[src/rtl/updown_pkg.sv]
// ----------------------------------------------------------------------------
// updown_pkg
// Shared types and helpers for the generic up/down counter.
//   mode_e     : counting mode selected by the 2-bit mode input
//   os_state_e : one-shot sequencer states
//   width_ok() : legal-width check used at elaboration time
// ----------------------------------------------------------------------------
package updown_pkg;

    typedef enum logic [1:0] {
        MODE_WRAP    = 2'b00,
        MODE_SAT     = 2'b01,
        MODE_PONG    = 2'b10,
        MODE_ONESHOT = 2'b11
    } mode_e;

    typedef enum logic [1:0] {
        OS_IDLE = 2'b00,
        OS_RUN  = 2'b01,
        OS_DONE = 2'b10
    } os_state_e;

    localparam int MIN_WIDTH = 2;
    localparam int MAX_WIDTH = 16;

    // True when the counter width lies inside the supported range.
    function automatic bit width_ok(input int w);
        return (w >= MIN_WIDTH) && (w <= MAX_WIDTH);
    endfunction

endpackage

[src/rtl/updown_step.sv]
// ----------------------------------------------------------------------------
// updown_step
// Combinational single-step calculator for the counter.
//   count_i        : current count
//   limit_i        : upper limit of the legal range 0..limit
//   dir_i          : direction of this step, 1 = up
//   mode_i         : counting mode
//   nextCount_o    : count after one enabled step
//   nextDir_o      : direction after the step (only ping-pong reverses it)
//   hitTerminal_o  : step produced a terminal-count event
// ----------------------------------------------------------------------------
module updown_step
    import updown_pkg::*;
#(
    parameter int WIDTH = 8
) (
    input  logic [WIDTH-1:0] count_i,
    input  logic [WIDTH-1:0] limit_i,
    input  logic             dir_i,
    input  mode_e            mode_i,
    output logic [WIDTH-1:0] nextCount_o,
    output logic             nextDir_o,
    output logic             hitTerminal_o
);

    logic             atTop;
    logic             atBottom;
    logic [WIDTH-1:0] countInc;
    logic [WIDTH-1:0] countDec;
    logic [WIDTH-1:0] limitDec;

    // A count above the limit (limit lowered under it) is treated as "at top",
    // so every up-step saturates/wraps from there instead of running on.
    assign atTop    = (count_i >= limit_i);
    assign atBottom = (count_i == '0);
    assign countInc = count_i + WIDTH'(1);
    assign countDec = count_i - WIDTH'(1);
    assign limitDec = limit_i - WIDTH'(1);

    // Next-count selection per mode; defaults hold the count and direction.
    always_comb begin
        nextCount_o   = count_i;
        nextDir_o     = dir_i;
        hitTerminal_o = 1'b0;
        unique case (mode_i)
            MODE_WRAP: begin
                if (dir_i) begin
                    if (atTop) begin
                        nextCount_o   = '0;
                        hitTerminal_o = 1'b1;
                    end else begin
                        nextCount_o = countInc;
                    end
                end else begin
                    if (atBottom) begin
                        nextCount_o   = limit_i;
                        hitTerminal_o = 1'b1;
                    end else begin
                        nextCount_o = countDec;
                    end
                end
            end
            // Terminal count only on the step that arrives at the rail,
            // never while already pinned there.
            MODE_SAT: begin
                if (dir_i) begin
                    if (atTop) begin
                        nextCount_o   = limit_i;
                        hitTerminal_o = (count_i != limit_i);
                    end else begin
                        nextCount_o   = countInc;
                        hitTerminal_o = (countInc == limit_i);
                    end
                end else if (!atBottom) begin
                    nextCount_o   = countDec;
                    hitTerminal_o = (count_i == WIDTH'(1));
                end
            end
            // The limit-1 compare avoids forming count+1, which could overflow.
            MODE_PONG: begin
                if (limit_i == '0) begin
                    nextCount_o   = '0;
                    hitTerminal_o = 1'b1;
                end else if (dir_i) begin
                    if (count_i >= limitDec) begin
                        nextCount_o   = limit_i;
                        nextDir_o     = 1'b0;
                        hitTerminal_o = 1'b1;
                    end else begin
                        nextCount_o = countInc;
                    end
                end else begin
                    if (count_i <= WIDTH'(1)) begin
                        nextCount_o   = '0;
                        nextDir_o     = 1'b1;
                        hitTerminal_o = 1'b1;
                    end else begin
                        nextCount_o = countDec;
                    end
                end
            end
            // Already sitting on the terminal value terminates without moving.
            MODE_ONESHOT: begin
                if (dir_i) begin
                    if (atTop) begin
                        nextCount_o   = limit_i;
                        hitTerminal_o = 1'b1;
                    end else begin
                        nextCount_o   = countInc;
                        hitTerminal_o = (countInc == limit_i);
                    end
                end else begin
                    if (atBottom) begin
                        hitTerminal_o = 1'b1;
                    end else begin
                        nextCount_o   = countDec;
                        hitTerminal_o = (count_i == WIDTH'(1));
                    end
                end
            end
            default: ;
        endcase
    end

endmodule

[src/rtl/updown_counter_gen.sv]
// ----------------------------------------------------------------------------
// updown_counter_gen
// WIDTH-bit loadable up/down counter with programmable limit and four modes
// (wrap, saturate, ping-pong, one-shot).
//   clk, rst_n   : clock, asynchronous active-low reset
//   cnt_en_i     : count enable, one step per cycle
//   up_dn_i      : direction source, 1 = up
//   ld_i         : load ld_data_i (clamped to the limit) into the count
//   ld_data_i    : load / limit write value
//   lim_we_i     : write ld_data_i into the limit register
//   mode_i       : 00 wrap, 01 saturate, 10 ping-pong, 11 one-shot
//   count_o      : current count
//   limit_o      : current limit
//   tc_o         : one-cycle terminal-count pulse
//   at_zero_o    : count == 0
//   at_top_o     : count >= limit
//   dir_o        : effective direction, 1 = up
//   done_o       : one-shot finished
// ----------------------------------------------------------------------------
module updown_counter_gen
    import updown_pkg::*;
#(
    parameter int               WIDTH     = 8,
    parameter logic [WIDTH-1:0] RST_LIMIT = {WIDTH{1'b1}}
) (
    input  logic             clk,
    input  logic             rst_n,
    input  logic             cnt_en_i,
    input  logic             up_dn_i,
    input  logic             ld_i,
    input  logic [WIDTH-1:0] ld_data_i,
    input  logic             lim_we_i,
    input  logic [1:0]       mode_i,
    output logic [WIDTH-1:0] count_o,
    output logic [WIDTH-1:0] limit_o,
    output logic             tc_o,
    output logic             at_zero_o,
    output logic             at_top_o,
    output logic             dir_o,
    output logic             done_o
);

    if (!width_ok(WIDTH)) begin : gBadWidth
        $error("updown_counter_gen: WIDTH must lie in 2..16");
    end

    mode_e            modeSel;
    os_state_e        os_q, os_d;
    logic [WIDTH-1:0] count_q, count_d;
    logic [WIDTH-1:0] limit_q, limit_d;
    logic             dir_q, dir_d;
    logic             tc_q, tc_d;
    logic             done_q, done_d;

    logic             stepDir;
    logic [WIDTH-1:0] stepCount;
    logic             stepNextDir;
    logic             stepHit;

    assign modeSel = mode_e'(mode_i);

    // Wrap and saturate take their direction live from up_dn; ping-pong and
    // one-shot run in the registered direction captured at load.
    assign stepDir = ((modeSel == MODE_WRAP) || (modeSel == MODE_SAT)) ? up_dn_i : dir_q;

    updown_step #(
        .WIDTH (WIDTH)
    ) uStep (
        .count_i       (count_q),
        .limit_i       (limit_q),
        .dir_i         (stepDir),
        .mode_i        (modeSel),
        .nextCount_o   (stepCount),
        .nextDir_o     (stepNextDir),
        .hitTerminal_o (stepHit)
    );

    // Next-state logic: limit write, then load (with the freshly written
    // limit as clamp), then counting. Outside one-shot the sequencer is
    // parked in IDLE so entering one-shot always starts idle.
    always_comb begin
        limit_d = lim_we_i ? ld_data_i : limit_q;
        count_d = count_q;
        dir_d   = dir_q;
        tc_d    = 1'b0;
        done_d  = done_q;
        os_d    = os_q;

        if (modeSel != MODE_ONESHOT) begin
            os_d   = OS_IDLE;
            done_d = 1'b0;
        end

        if (ld_i) begin
            count_d = (ld_data_i > limit_d) ? limit_d : ld_data_i;
            dir_d   = up_dn_i;
            done_d  = 1'b0;
            if (modeSel == MODE_ONESHOT) begin
                os_d = OS_RUN;
            end
        end else if (cnt_en_i) begin
            if (modeSel != MODE_ONESHOT) begin
                count_d = stepCount;
                dir_d   = stepNextDir;
                tc_d    = stepHit;
            end else if (os_q == OS_RUN) begin
                count_d = stepCount;
                if (stepHit) begin
                    os_d   = OS_DONE;
                    done_d = 1'b1;
                    tc_d   = 1'b1;
                end
            end
        end
    end

    // State registers, cleared immediately by reset.
    always_ff @(posedge clk or negedge rst_n) begin
        if (!rst_n) begin
            count_q <= '0;
            limit_q <= RST_LIMIT;
            dir_q   <= 1'b1;
            tc_q    <= 1'b0;
            done_q  <= 1'b0;
            os_q    <= OS_IDLE;
        end else begin
            count_q <= count_d;
            limit_q <= limit_d;
            dir_q   <= dir_d;
            tc_q    <= tc_d;
            done_q  <= done_d;
            os_q    <= os_d;
        end
    end

    assign count_o   = count_q;
    assign limit_o   = limit_q;
    assign tc_o      = tc_q;
    assign dir_o     = dir_q;
    assign done_o    = done_q;
    assign at_zero_o = (count_q == '0);
    assign at_top_o  = (count_q >= limit_q);

endmodule
[config.mk]
export PLATFORM = sky130hd
export DESIGN_NAME = updown_counter_gen
export DESIGN_NICKNAME = d
export VERILOG_FILES = /design/src/rtl/updown_pkg.sv /design/src/rtl/updown_step.sv /design/src/rtl/updown_counter_gen.sv
export SDC_FILE = /design/constraint.sdc
export NUM_CORES = 1
export LEC_CHECK = 0
export ABC_AREA = 0
export CAP_MARGIN = 10
export CORE_AREA = 2 2 106 108
export CTS_BUF_LIST = sky130_fd_sc_hd__clkbuf_4 sky130_fd_sc_hd__clkbuf_8 sky130_fd_sc_hd__clkbuf_16
export DETAILED_ROUTE_END_ITERATION = 10
export DIE_AREA = 0 0 108 110
export PLACE_DENSITY_LB_ADDON = 0.12
export SETUP_SLACK_MARGIN = 0.3
export SYNTH_ARGS = -nofsm -noshare
export SYNTH_HDL_FRONTEND = slang
export SYNTH_SLANG_ARGS = --single-unit
[constraint.sdc]
create_clock -name clk -period 3.25 [get_ports clk]
set_input_delay 0.325 -clock clk [delete_from_list [all_inputs] [get_ports clk]]
set_output_delay 0.325 -clock clk [all_outputs]
set_load 0.01 [all_outputs]
* After elaboration in Yosys (flattened, before gate mapping)
Cells that the tools add are included. W data, S select, Z words.
Operators by class: div/mod/pow operators 0, $mul 0, add/sub/neg operators 3, equality and inequality tests 8, $lt $le $gt $ge 4, mux-type cells 57, reduce and logical (&&, ||, !) cells 10, shifts and indexed selects 0, bitwise gates (word level) 0
Operator list (number):
- $mux W8 | 16
- $mux W1 | 32
- $pmux W8 S3 | 1
- $ge A8 B8 Y1 | 2
- $logic_not A8 Y1 | 2
- $sub A8 B1 Y8 const B | 2
- $mux W2 | 7
- $add A8 B1 Y8 const B | 1
- $eq A8 B1 Y1 const B | 1
- $eq A8 B8 Y1 | 1
- $gt A8 B8 Y1 | 1
- $le A8 B1 Y1 const B | 1
- $ne A8 B8 Y1 | 1
- $eq A2 B1 Y1 const B | 2
- $eq A2 B2 Y1 const B | 2
- $pmux W1 S4 | 1
- $reduce_and A2 Y1 | 2
- $reduce_bool A2 Y1 | 2
- $reduce_bool A3 Y1 | 1
- $logic_not A2 Y1 | 1
- $ne A2 B2 Y1 const B | 1
- $reduce_or A2 Y1 | 1
- $logic_or A1 B1 Y1 | 1
Storage, ports and cells: input bits 16, word-level logic and storage cells 88, output and inout port bits 21, latch bits 0, memories kept 0, bits in read-only memories 0, bits in registers 21, bits in writable memories 0

* Depth between registers and ports, before layout
depth in word-level cells 11, mapped depth 12, gate-level depth less buffers 12

* Cells and area by module
From an unflattened synthesis, not the netlist that was laid out.
Second synthesis, totals: cell total of the unflattened synthesis 401, area, all modules 3198.1 um2
Modules (own cells, without submodules):
- updown_step | cells each 260, seq. area each 0.0 um2, times used 1, area each 1730.4 um2
- updown_counter_gen | cells each 141, seq. area each 536.8 um2, times used 1, area each 1467.7 um2

* Least setup slack after synthesis
OpenSTA, ideal clock, no wires.
path kind register to register, start point register limit_q[2], in the netlist limit_o[2], end point register count_q[5], in the netlist count_o[5], path slack 0.290 ns, data required time 3.120 ns, arrival 2.830 ns, cell stages (with the launch flop) 12, clock period less this slack 2.960 ns, setup time 0.130 ns, path buffers 1, cells stage by stage dfstp_2 -> buf_2 -> nor4_1 -> nand4_1 -> xnor2_1 -> ha_1 -> nand3_1 -> nor3_1 -> nor2_2 -> or3_1 -> a41oi_1 -> a221oi_2
Between the ends: longest elaborated chain between the ends 10, elaborated cells on any way between the ends 19, classes of those cells 1 x add/sub; 3 x order compare; 14 x mux; 1 x reduce/logical
RTL lines:
- from (decl) | line updown_counter_gen.sv:50 | logic [WIDTH-1:0] limit_q, limit_d;
- from (signal assigned) | line updown_counter_gen.sv:128 | limit_q <= limit_d;
- $sub A8 B1 Y8 | line updown_step.sv:38 | assign limitDec = limit_i - WIDTH'(1);
- $ge A8 B8 Y1 | line updown_step.sv:85 | if (count_i >= limitDec) begin
- $mux W8 | line updown_step.sv:85
- $mux W8 | line updown_step.sv:84 | end else if (dir_i) begin
- $mux W8 | line updown_step.sv:81 | if (limit_i == '0) begin
- $pmux W8 S3 | line updown_step.sv:45 | unique case (mode_i)
- $mux W8 | line updown_counter_gen.sv:106 | end else if (os_q == OS_RUN) begin
- $mux W8 | line updown_counter_gen.sv:102 | if (modeSel != MODE_ONESHOT) begin
- $mux W8 | line updown_counter_gen.sv:101 | end else if (cnt_en_i) begin
- $mux W8 (*) | line updown_counter_gen.sv:94 | if (ld_i) begin
- to (signal assigned) | line updown_counter_gen.sv:127 | count_q <= count_d;
- to (decl) | line updown_counter_gen.sv:49 | logic [WIDTH-1:0] count_q, count_d;
Mark *: on every way between the ends. The rest lies on a longest branch, timed or not. The select of a mux whose other input is x is not followed. A chain may end at the register's enable or synchronous reset.

* Worst setup path in the final report
start point register limit_q[1], in the netlist limit_o[1], end point register count_q[3], in the netlist count_o[3]
Same word-level chain as after synthesis.

==> reports/summary.md <==
### Worst setup path
- number of buffer and inverter instances along the worst setup path: 3
- kind of cell adding the most delay to the critical path: compound AO/OA/AOI/OAI gates
- arrival time at the worst endpoint: 3.09 ns
- critical path fanouts, max: 7
- data required time of the worst path: 3.40 ns
- Crit Path Category: reg -> reg
- Crit-path slowest cell: dfstp_2
- kind of end point of the critical path: register
- startpoint type of the worst setup path: register
- biggest cell delay along the critical path: 0.55 ns
- cell-by-cell trace of the critical path: inv_1, ha_2, xnor2_1, ha_1, o211a_1, a211oi_2, nor3_2, buf_4, nor2_4, o21ai_1, a211oi_2, buf_4, a211oi_2
- Crit path top cell by count: a211oi_2

### STA
- total count of max-transition violations in the final report: 0
- setup ws final: 0.308 ns
- Clock Skew: 0.00775 ns
- number of endpoints with negative hold slack in the final report: 0
- maximum achievable frequency: 340 MHz
- Least-Margin Pin Slew: 0.494 ns
- RSZ-0062 raised after global routing: yes
- Final Critical Period: 2.94 ns
- Total Negative Setup Slacks: 0 ns
- final worst hold slack: 0.382 ns
- final number of setup-violating endpoints: 0
- Final period util: 90.5%
- worst relative slew slack: 66.2%

### Power and ir drop
- Leak Pwr: 1.71 nW
- power per standard cell area: 446 nW/um^2
- total net switching power: 0.862 mW
- clock network fraction of design power: 11.0%
- cell internal pwr: 0.988 mW
- Sw Ratio: 46.6%
- Flop pwr share: 19.1%
- fraction of power consumed by combinational cells: 69.9%
- post-route total power: 1.85 mW
- IR Drop Worst-Case VDD: 0.196 mV

### Yosys
- post-synthesis cell area: 3020 um^2
- Net Count, Synth: 425
- sequential area share after synthesis: 17.8%
- synthesized netlist cell count: 380
- post-synthesis sequential element count: 21
- prevailing post-synth register cell: dfrtp_1
- average cell area after synthesis: 7.95 um^2
- count of warnings emitted by yosys: 0
- Post-synth ARST share: 100%
- EDFF count, synth: 0
- number of unique standard cell types used by synthesis: 76

### Routing
- Iter 0 DRT Violations: 222
- Routed WL per cell: 19.8 um
- overall routed net length: 12.0 mm
- drt drc: 0
- number of detailed-routing iterations run before antenna repair: 5
- antenna-violating nets left: 0
- Vias per Instance: 5.70
- via count: 3442

### Global routing
- global route hottest layer: met2
- global routing usage on met1: 26.4%
- wire length of the first global-routing pass: 18.3 mm
- largest net degree at the start of global routing: 21
- met3 usage in global routing: 2.88%
- total track usage: 20.2%
- vias in the first global route: 3252
- number of antenna violations at the first check in global routing: 0
- Remaining Overflow, GRT: 0
- met2 track demand over resource: 34.2%

### Floorplan
- full die area: 11900 um^2
- Starting Density: 28.2%
- Std-Cell Rows: 38
- die boundary width: 108 um
- number of primary I/O pins: 37
- chip height: 110 um
- placeable core region: 10700 um^2

### Outcome
- run status: finished, final reports clean

### CTS
- CTS H-Tree Depth: 1
- clock tree root buffer cell: clkbuf_8
- clock sinks: 21
- number of clock buffers inserted by TritonCTS: 3
- Clock transition at path regs: 0.09 ns
- deepest clock path buffer count: 2
- CTS tree: yes
- later-pin clock latency in the skew report: 0.28 ns

### Placement
- global placement routability congestion: 0.906
- number of buffers inserted by port buffering: 36
- Setup Slack @ Placement: 0.0220 ns
- Post-DP HPWL: 9.09 mm

### Finish
- share of layout cells above drive strength 1: 29.5%
- signed area change from the synthesized netlist to the final layout: 37.2%
- Antenna Diode Count: 0
- nets: 510

### Hold path
- type of the most critical hold path: in -> async

### Job
- Max Cap Viol: 0

==> repair_timing <==
item                       CTS  global route
hold buffers                 0             0
pin swaps                    7            20
resized for setup           20            39
setup endpoints to repair   12            15
hold endpoints to repair     0             0
setup buffers                3            11
==> area by class of cell <==
cell class,instances,area (um^2)
Tap cell,140,175
Timing Repair Buffer,104,918
Clock buffer,4,48.8
Fill cell,1127,6550
Inverter,25,97.6
Multi-Input combinational cell,310,2370
Sequential cell,21,538
==> cell usage after synthesis (3+ instances only) <==
cell type | instances | area [um^2]
and3_1 | 5 | 31.3
o31ai_1 | 4 | 30.0
nand4_1 | 7 | 43.8
dfstp_2 | 9 | 236
and3_2 | 3 | 22.5
or3_1 | 5 | 31.3
buf_6 | 5 | 56.3
inv_1 | 23 | 86.3
a31oi_1 | 3 | 18.8
xor2_1 | 3 | 26.3
xnor2_1 | 13 | 114
a21o_1 | 3 | 22.5
o22ai_1 | 4 | 25.0
dfrtp_1 | 12 | 300
clkbuf_8 | 6 | 82.6
a21oi_1 | 25 | 125
nand3_1 | 15 | 75.1
mux2_2 | 5 | 56.3
nor4_1 | 3 | 18.8
o21ai_0 | 25 | 125
ha_1 | 29 | 363
buf_2 | 4 | 20.0
nor2_1 | 32 | 120
o211a_1 | 3 | 30.0
a211oi_1 | 6 | 45.0
nand2_1 | 32 | 120
a221oi_1 | 6 | 52.6
clkbuf_1 | 4 | 15.0
or4_1 | 3 | 22.5
o211ai_1 | 9 | 67.6
mux2i_1 | 7 | 70.1
nor3_1 | 10 | 50.1
==> state kept, by name (all words and copies together), names as in the netlist <==
name / cells
os_q: 2
done_o: 1
count_o: 8
dir_o: 1
limit_o: 8
tc_o: 1
==> cell families after synthesis <==
group           share of synthesized area [%]
buf+inv                                  10.8
mux                                      4.18
fa+ha+maj                                12.0
flops                                    17.8
xor+xnor                                 4.64
compound gates                           28.0
simple gates                             22.5
==> metrics by stage <==
step / area, um^2 / cells / util (%)
floorplan: 3030 / 380 / -
global placement: 3730 / 585 / 34.8
detailed placement: 3730 / 585 / 34.8
CTS: 3870 / 592 / 36.1
global route: 4140 / 604 / 38.7
finish: 4140 / 604 / 38.7
==> final timing paths <==
kind	to	cells past startpoint	slack (ns)	startpoint
setup / recovery	count_o[3]	13	0.31	limit_o[1]
hold / removal	count_o[6]	1	0.38	rst_n
setup reg to reg	count_o[3]	13	0.31	limit_o[1]
hold reg to reg	done_o	2	0.53	done_o
max in group asynchronous	limit_o[2]	3	2.19	rst_n
min in group clk	done_o	2	0.53	done_o
==> cells in the final DEF (no fill, tap or decap), types with 8 or more instances in the layout <==
cell	count
dfstp_2	9
o211ai_1	9
nor3_1	8
ha_1	22
inv_1	21
nor2_1	31
dfrtp_1	11
o21ai_0	21
buf_4	57
buf_6	10
clkdlybuf4s50_1	34
nand3_1	13
nand2_1	32
a21oi_1	22
xnor2_1	12
==> power by group through the flow <==
stage / Combinational (mW) / Clock (mW) / Sequential [mW]
6_report: 1.29 / 0.203 / 0.354
3_5_place_dp: 1.10 / 0 / 0.358
5_1_grt: 1.39 / 0.221 / 0.358
3_3_place_gp: 1.10 / 0 / 0.361
4_1_cts: 1.16 / 0.206 / 0.353
2_1_floorplan: 0.659 / 0 / 0.370
==> per-layer routing <==
layer  vias to the layer above  share of wire [%]
met4                         0                2.5
met1                      1669                 43
li1                       1605                  -
met5                         -                  0
met3                        28                6.6
met2                       140                 48
No activity file was read; power rests on OpenSTA's default activity.
